<file path="src/rtl/control_unit.sv">
// rtl/control_unit.sv - multi-cycle sequencer for the 10-bit datapath (optional ILLEGAL_OP_TRAP_EN)
module control_unit #(
  parameter int DATA_W = 10,
  parameter int ADDR_W = 2
) (
  input  logic              CLKb,
  input  logic              RSTb,
  input  logic              EXEC,
  input  logic [DATA_W-1:0] INSTR,
  output logic              ENW,
  output logic              ENR0,
  output logic              ENR1,
  output logic [ADDR_W-1:0] WRA,
  output logic [ADDR_W-1:0] RDA0,
  output logic [ADDR_W-1:0] RDA1,
  output logic              AIN,
  output logic              GIN,
  output logic [2:0]        ALU_OP,
  output logic              B_SEL,
  output logic [1:0]        BUS_SEL,
  output logic              BUSY,
  output logic              DONE
`ifdef ILLEGAL_OP_TRAP_EN
  , output logic            ERR
`endif
);

  typedef enum logic [2:0] {
    IDLE = 3'd0,
    T1   = 3'd1,
    T2   = 3'd2,
    T3   = 3'd3,
    TRAP = 3'd4
  } state_t;

  localparam logic [3:0] OP_LOAD = 4'd0;
  localparam logic [3:0] OP_COPY = 4'd1;
  localparam logic [3:0] OP_ADD  = 4'd2;
  localparam logic [3:0] OP_SUB  = 4'd3;
  localparam logic [3:0] OP_AND  = 4'd4;
  localparam logic [3:0] OP_OR   = 4'd5;
  localparam logic [3:0] OP_XOR  = 4'd6;
  localparam logic [3:0] OP_NOT  = 4'd7;
  localparam logic [3:0] OP_ADDI = 4'd8;
  localparam logic [3:0] OP_SUBI = 4'd9;

  state_t            state_q, state_d;
  logic [DATA_W-1:0] ir_q, ir_d;
  logic              exec_q;
  logic              start;

  logic [3:0]        op;
  logic [ADDR_W-1:0] rx, ry;
  logic              unused_rsvd;

  assign op          = ir_q[9:6];
  assign rx          = ir_q[5:4];
  assign ry          = ir_q[3:2];
  assign unused_rsvd = ^ir_q[1:0];

  // A start needs a fresh rising edge of EXEC seen while idle; edges during BUSY are dropped
  assign start = (state_q == IDLE) && EXEC && !exec_q;
  assign ir_d  = start ? INSTR : ir_q;

  // State, instruction register and EXEC edge-detector registers
  always_ff @(posedge CLKb or negedge RSTb) begin
    if (!RSTb) begin
      state_q <= IDLE;
      ir_q    <= '0;
      exec_q  <= 1'b0;
    end else begin
      state_q <= state_d;
      ir_q    <= ir_d;
      exec_q  <= EXEC;
    end
  end

  // Next-state and control decode from current state and latched instruction only
  always_comb begin
    state_d = state_q;
    ENW     = 1'b0;
    ENR0    = 1'b0;
    ENR1    = 1'b0;
    WRA     = '0;
    RDA0    = '0;
    RDA1    = '0;
    AIN     = 1'b0;
    GIN     = 1'b0;
    ALU_OP  = 3'd0;
    B_SEL   = 1'b0;
    BUS_SEL = 2'd0;
    DONE    = 1'b0;
    BUSY    = (state_q != IDLE);
`ifdef ILLEGAL_OP_TRAP_EN
    ERR     = 1'b0;
`endif
    case (state_q)
      IDLE: begin
        if (start) state_d = T1;
      end
      T1: begin
        case (op)
          OP_LOAD: begin
            BUS_SEL = 2'd0;
            ENW     = 1'b1;
            WRA     = rx;
            DONE    = 1'b1;
            state_d = IDLE;
          end
          OP_COPY: begin
            ENR0    = 1'b1;
            RDA0    = ry;
            BUS_SEL = 2'd1;
            ENW     = 1'b1;
            WRA     = rx;
            DONE    = 1'b1;
            state_d = IDLE;
          end
          OP_ADD, OP_SUB, OP_AND, OP_OR, OP_XOR, OP_NOT, OP_ADDI, OP_SUBI: begin
            ENR0    = 1'b1;
            RDA0    = rx;
            AIN     = 1'b1;
            state_d = T2;
          end
          default: begin
`ifdef ILLEGAL_OP_TRAP_EN
            state_d = TRAP;
`else
            DONE    = 1'b1;
            state_d = IDLE;
`endif
          end
        endcase
      end
      T2: begin
        GIN     = 1'b1;
        state_d = T3;
        case (op)
          OP_ADD:  ALU_OP = 3'd0;
          OP_SUB:  ALU_OP = 3'd1;
          OP_AND:  ALU_OP = 3'd2;
          OP_OR:   ALU_OP = 3'd3;
          OP_XOR:  ALU_OP = 3'd4;
          OP_NOT:  ALU_OP = 3'd5;
          OP_ADDI: ALU_OP = 3'd0;
          OP_SUBI: ALU_OP = 3'd1;
          default: ALU_OP = 3'd0;
        endcase
        if (op == OP_ADDI || op == OP_SUBI) begin
          B_SEL = 1'b1;
        end else if (op != OP_NOT) begin
          ENR1 = 1'b1;
          RDA1 = ry;
        end
      end
      T3: begin
        BUS_SEL = 2'd2;
        ENW     = 1'b1;
        WRA     = rx;
        DONE    = 1'b1;
        state_d = IDLE;
      end
      TRAP: begin
        // Held until reset; never writes
`ifdef ILLEGAL_OP_TRAP_EN
        ERR     = 1'b1;
`endif
        state_d = TRAP;
      end
      default: state_d = IDLE;
    endcase
  end

endmodule

</file>
<file path="config.mk">
export PLATFORM = sky130hd
export DESIGN_NAME = control_unit
export DESIGN_NICKNAME = d
export VERILOG_FILES = /design/src/rtl/control_unit.sv
export SDC_FILE = /design/constraint.sdc
export NUM_CORES = 1
export LEC_CHECK = 0
export ABC_AREA = 1
export ABC_CLOCK_PERIOD_IN_PS = 3400
export CORE_MARGIN = 1.5
export CORE_UTILIZATION = 35
export CTS_BUF_LIST = sky130_fd_sc_hd__clkbuf_8
export DETAILED_ROUTE_END_ITERATION = 10
export PLACE_DENSITY_LB_ADDON = 0.3
export SETUP_SLACK_MARGIN = 0.15
export SLEW_MARGIN = 20
export SYNTH_ARGS = -nofsm -noshare
export SYNTH_HDL_FRONTEND = slang
export SYNTH_SLANG_ARGS = --single-unit
</file>
<file path="constraint.sdc">
create_clock -name CLKb -period 3.4 [get_ports CLKb]
set_input_delay 0.51 -clock CLKb [delete_from_list [all_inputs] [get_ports CLKb]]
set_output_delay 0.51 -clock CLKb [all_outputs]
set_load 0.01 [all_outputs]
</file>
==> metrics.md, run 1 <==
| Metric | Value |
|---|---|
| CTS tree | `done` |
| PwrDens | `791 nW/um^2` |
| Syn. warnings | `0` |
| Final WL | `1540 um` |
| Worst skew pair latency | `0.24 ns` |
| Final core utilization | `55.2%` |
| Cell variety after synth | `19` |
| Die ar. | `2370 sq um` |
| DRT Pass-1 Iters | `4` |
| Worst Hold Path EP | `state_q[2]$_DFFE_PN0P_` |
| Final period util | `68.6%` |
| Post-CTS setup buffers | `0` |
| Worst Path Required | `2.89 ns` |
| Clock transition at path regs | `0.05 ns` |
| Setup crit start kind | `flop` |
| CTS-repair resized insts | `0` |
| 1st-iter DRT viols | `8` |
| Synth Net Count | `105` |
| Post-Synthesis Cell Area | `729 sq um` |
| Slew headroom | `61.9%` |
| Htree depth | `1` |
| Wire per inst | `10.3 um` |
| Critical Path Source | `state_q[2]$_DFFE_PN0P_` |
| CTS Sinks | `12` |
| Tightest Pin Transition | `0.570 ns` |
| First-pass GRT wire length | `2600 um` |
| Hold-fix buffers, CTS | `0` |
| Critical path class | `flop to output pin` |
| N_diodes | `0` |
| Root buffer cell | `clkbuf_8` |
| # fillers | `202` |
| Sum Neg Setup Slack | `0 ns` |
| Avg Synthesized Cell Area | `7.93 sq um` |
| Fin Clk Skew | `0.00121 ns` |
| Height of the die | `48.7 um` |
| Vias in the first global route | `590` |
| NumNets Final | `138` |
| Final hold viol count | `0` |
| Final GP Congestion | `0.794` |
| Commonest non-fill, non-tap cell in the layout | `clkdlybuf4s50_1` |
| Detailed placement HPWL | `1290 um` |
| Pin count of the biggest net entering global routing | `18` |
| Initial antenna violation count | `0` |
| Commonest non-fill, non-tap cells in the layout | `clkdlybuf4s50_1, nand2_1, inv_1` |
| Area of the multi-input gates | `347 sq um` |
| Worst IR Drop VDD | `0.336 mV` |
| Die width | `48.7 um` |
| Residual DRC count | `0` |
| Reg-to-Reg Start | `state_q[1]$_DFFE_PN0P_` |
| Synthesis-to-finish area growth | `48.5%` |
| Final Max Tran Viols | `0` |
| Setup violators final | `0` |
| Register Area | `300 sq um` |
| Initial core utilization | `37.2%` |
| I/O Buffers | `29` |
| Pleak | `0.510 nW` |
| Fmax | `429 MHz` |
| Reg2reg path depth | `4` |
| Post-route ant nets | `0` |
| Worst hold stages | `1` |
| Vias | `680` |
| Sequential cell area fraction in the yosys report | `41.2%` |
| Outcome | `finished clean` |
| RSZ-0062 raised after global routing | `false` |
| Worst Path Arrival | `1.82 ns` |
| Rows | `16` |
| Reg2reg setup slack | `2.19 ns` |
| HP Start | `state_q[1]$_DFFE_PN0P_` |
| Share of layout cells above drive strength 1 | `19.5%` |
| Aggregate global-route resource usage | `14.6%` |
| Final min period | `2.33 ns` |
| Worst Hold Class | `flop to flop` |
| FF-to-FF End | `ir_q[8]$_DFFE_PN0P_` |
| Critical path capture point type | `output pin` |
| Clock buffer depth | `2` |
| Via density | `4.53` |
| CP Max Fanout | `4` |
| Top Ports | `32` |
| GRT overflow | `0` |
| Placeable Area | `1960 sq um` |
| Seq cells post-synth | `12` |
| Synth Instances | `92` |
| CTS buffer count | `3` |
| Max_cap viols | `0` |
-- logic make-up after synthesis --
logic type	after synthesis	share of synthesized area [%]
compound gates	14	14.9
buf+inv	20	11.3
flops	12	41.2
simple gates	46	32.6
-- synth_stat cells, drive strengths merged --
library cell | n | share of area [%]
nor2 | 12 | 9.6
inv | 19 | 9.8
nand2 | 24 | 13
nand3 | 3 | 2.7
a21boi | 2 | 2.1
dfrtp | 12 | 41
nand4 | 4 | 5.5
nor3 | 3 | 2.1
buf | 1 | 1.5
a21oi | 2 | 1.9
o21ai | 10 | 11
-- cell type report --
type                    count  area share, %
flip-flops and latches     12           27.7
clock buffers               3           3.81
inverters                  19           6.58
multi-input cells          60           32.0
well taps                  27           3.12
repair buffers             29           26.8
-- report_power, final --
part           internal [mW]  switching [mW]  total, mW
Clock                 0.0779          0.0500      0.128
Sequential             0.199          0.0627      0.262
Combinational          0.219           0.248      0.467
Total                  0.496           0.361      0.857
-- worst max path at each step --
stage	endpoint	slack, ns	cells after the start
after global placement	ALU_OP[2]	1.33	6
after global routing	RDA0[1]	0.94	6
final	ALU_OP[2]	1.07	6
after CTS	ALU_OP[1]	1.05	6
after detailed placement	ALU_OP[1]	1.31	6
after floorplan	ALU_OP[1]	1.80	5
-- metal layers --
layer | vias to the layer above | track usage [%] | share of wire, %
met3 | 4 | 1.85 | 4.5
li1 | 352 | - | -
met5 | - | 0 | 0
met4 | 0 | 10.0 | 2.7
met1 | 300 | 16.8 | 45
met2 | 24 | 24.9 | 47
-- worst max-delay path: stages (launching register included) --
cell             delay [ns]
dfrtp_1                0.43
nor2_4                 0.15
inv_2                  0.07
nor2_4                 0.14
inv_2                  0.07
nor3_1                 0.15
clkdlybuf4s50_1        0.57
-- stage by stage --
step	setup slack, ns	area, sq um	std cells	power [mW]	hold slack (ns)
3_3_place_gp	1.33	1040	147	0.718	0.481
2_1_floorplan	1.80	729	92	0.539	0.214
6_report	1.07	1080	150	0.857	0.498
4_1_cts	1.05	1080	150	0.865	0.495
3_5_place_dp	1.31	1040	147	0.735	0.488
5_1_grt	0.936	1080	150	0.925	0.525
-- sequential cells by signal (all words and copies together), names as in the netlist --
| register | count |
|---|---|
| ir_q | 8 |
| exec_q | 1 |
| state_q | 3 |
No activity file was read; power rests on OpenSTA's default activity.
==> run 2: changes to the inputs <==
Settings changed: ABC_CLOCK_PERIOD_IN_PS 3400 to 2200.
Clock period 3.4 ns to 2.2 ns, I/O delays scaled along.
==> run 2 against run 1 <==
Compared with the run above: flip-flop and latch count stayed put; clock power is 88% higher; via count is 1.9% higher; non-clock buffer count is 2 higher; routed wire length is 5.0% higher; critical path type unchanged; critical endpoint is now BUS_SEL[0]; largest power group unchanged.
==> metrics.md, run 2 (same netlist as run 1, synthesis figures left out) <==
| Metric | Value |
|---|---|
| Outcome | `finished clean` |
| Final period util | `89.9%` |
| Detailed placement HPWL | `1290 um` |
| Initial antenna violation count | `0` |
| Pleak | `0.674 nW` |
| Rows | `16` |
| Htree depth | `1` |
| I/O Buffers | `29` |
| Worst Path Required | `1.87 ns` |
| Sum Neg Setup Slack | `0 ns` |
| Placeable Area | `1960 sq um` |
| Vias | `693` |
| N_diodes | `0` |
| Fin Clk Skew | `0.00611 ns` |
| CP Max Fanout | `4` |
| Share of layout cells above drive strength 1 | `27.8%` |
| Synthesis-to-finish area growth | `58.3%` |
| Setup violators final | `0` |
| Top flop regs | `ir_q x8, state_q x3, exec_q x1` |
| First-pass GRT wire length | `2570 um` |
| CTS Sinks | `12` |
| 1st-iter DRT viols | `10` |
| Vias in the first global route | `620` |
| Worst Path Arrival | `1.65 ns` |
| PwrDens | `1230 nW/um^2` |
| Most flops, register | `ir_q` |
| CTS tree | `done` |
| Reg2reg path depth | `5` |
| Critical path capture point type | `output pin` |
| Aggregate global-route resource usage | `14.1%` |
| Wire per inst | `10.6 um` |
| Area of the multi-input gates | `375 sq um` |
| Top Ports | `32` |
| Residual DRC count | `0` |
| NumNets Final | `140` |
| Post-route ant nets | `0` |
| Commonest non-fill, non-tap cell in the layout | `nand2_1` |
| Pin count of the biggest net entering global routing | `18` |
| DRT Pass-1 Iters | `4` |
| FF-to-FF End | `ir_q[8]$_DFFE_PN0P_` |
| Reg-to-Reg Start | `state_q[2]$_DFFE_PN0P_` |
| # fillers | `203` |
| Hold-fix buffers, CTS | `0` |
| Worst skew pair latency | `0.24 ns` |
| CTS buffer count | `3` |
| Final hold viol count | `0` |
| Final core utilization | `58.9%` |
| Slew headroom | `62.3%` |
| Clock buffer depth | `2` |
| Register Area | `304 sq um` |
| Setup crit start kind | `flop` |
| Critical path class | `flop to output pin` |
| Final Max Tran Viols | `0` |
| Worst Hold Class | `primary input to asynchronous set/reset pin` |
| Final WL | `1620 um` |
| Die ar. | `2370 sq um` |
| Via density | `4.53` |
| RSZ-0062 raised after global routing | `false` |
| Max_cap viols | `0` |
| Die width | `48.7 um` |
| Clock transition at path regs | `0.06 ns` |
| Final min period | `1.98 ns` |
| Reg2reg setup slack | `0.92 ns` |
| Initial core utilization | `37.2%` |
| Max reg flops | `8` |
| Tightest Pin Transition | `0.563 ns` |
| Fmax | `506 MHz` |
| GRT overflow | `0` |
| Worst IR Drop VDD | `0.504 mV` |
| Root buffer cell | `clkbuf_8` |
| Commonest non-fill, non-tap cells in the layout | `nand2_1, clkdlybuf4s50_1, inv_1` |
| Final GP Congestion | `0.848` |
| Height of the die | `48.7 um` |
| Total power | `1.42 mW` |
-- run 2: changes by cell type in the layout (fill, tap and decap cells not counted), moves of 2 or more --
cell,change
dlygate4sd2_1,+6
nor2_4,+2
dfrtp_2,+3
dlymetal6s2s_1,+7
buf_4,+2
dfrtp_1,-3
clkdlybuf4s50_1,-13
-- run 2: per-stage QoR --
step	hold WS, ns	area (sq um)	cells	setup WS (ns)
global placement	0.481	1040	147	0.314
finish	0.453	1150	153	0.223
detailed placement	0.489	1040	147	0.269
floorplan	0.0344	729	92	0.782
global route	0.513	1150	153	0.158
CTS	0.475	1110	153	0.0750
-- run 2: final cells by class --
| class | instances | area share, % |
|---|---|---|
| clock buffers | 4 | 4.77 |
| inverters | 19 | 6.18 |
| multi-input cells | 60 | 32.5 |
| flip-flops and latches | 12 | 26.3 |
| repair buffers | 31 | 27.3 |
| well taps | 27 | 2.93 |
-- run 2: critical path, stage by stage (launching register included) --
cell	delay (ns)
dfrtp_1	0.40
inv_2	0.08
nor2_4	0.14
nand2_2	0.11
nor2_4	0.14
clkdlybuf4s50_1	0.55
-- run 2: report_power, final --
group | switching, mW | internal [mW] | total (mW)
Combinational | 0.404 | 0.351 | 0.755
Sequential | 0.109 | 0.311 | 0.420
Clock | 0.0826 | 0.158 | 0.241
Total | 0.595 | 0.820 | 1.42
-- run 2: how the worst max path moves through the flow --
stage	cells after the start	start	end	slack, ns
CTS	7	state_q[0]$_DFFE_PN0P_	RDA0[0]	0.07
global placement	6	state_q[2]$_DFFE_PN0P_	ALU_OP[2]	0.31
finish	5	state_q[0]$_DFFE_PN0P_	BUS_SEL[0]	0.22
floorplan	5	state_q[2]$_DFFE_PN0P_	ALU_OP[1]	0.78
global route	5	state_q[0]$_DFFE_PN0P_	BUS_SEL[0]	0.16
detailed placement	6	state_q[2]$_DFFE_PN0P_	ALU_OP[1]	0.27
-- run 2: routing by layer --
metal | vias to the layer above | wire (um) | track usage [%]
met5 | - | 0 | 0
met4 | 0 | 19 | 8.10
met3 | 2 | 88 | 1.85
met2 | 25 | 830 | 25.1
met1 | 311 | 680 | 15.9
li1 | 355 | - | -
-- run 2: what timing repair did --
| item | CTS | global route |
|---|---|---|
| setup endpoints to repair | 15 | 9 |
| endpoints found under the hold margin | 0 | 0 |
| pin swaps | 1 | 1 |
| gates resized for setup | 10 | 13 |
| buffers inserted | 2 | 0 |
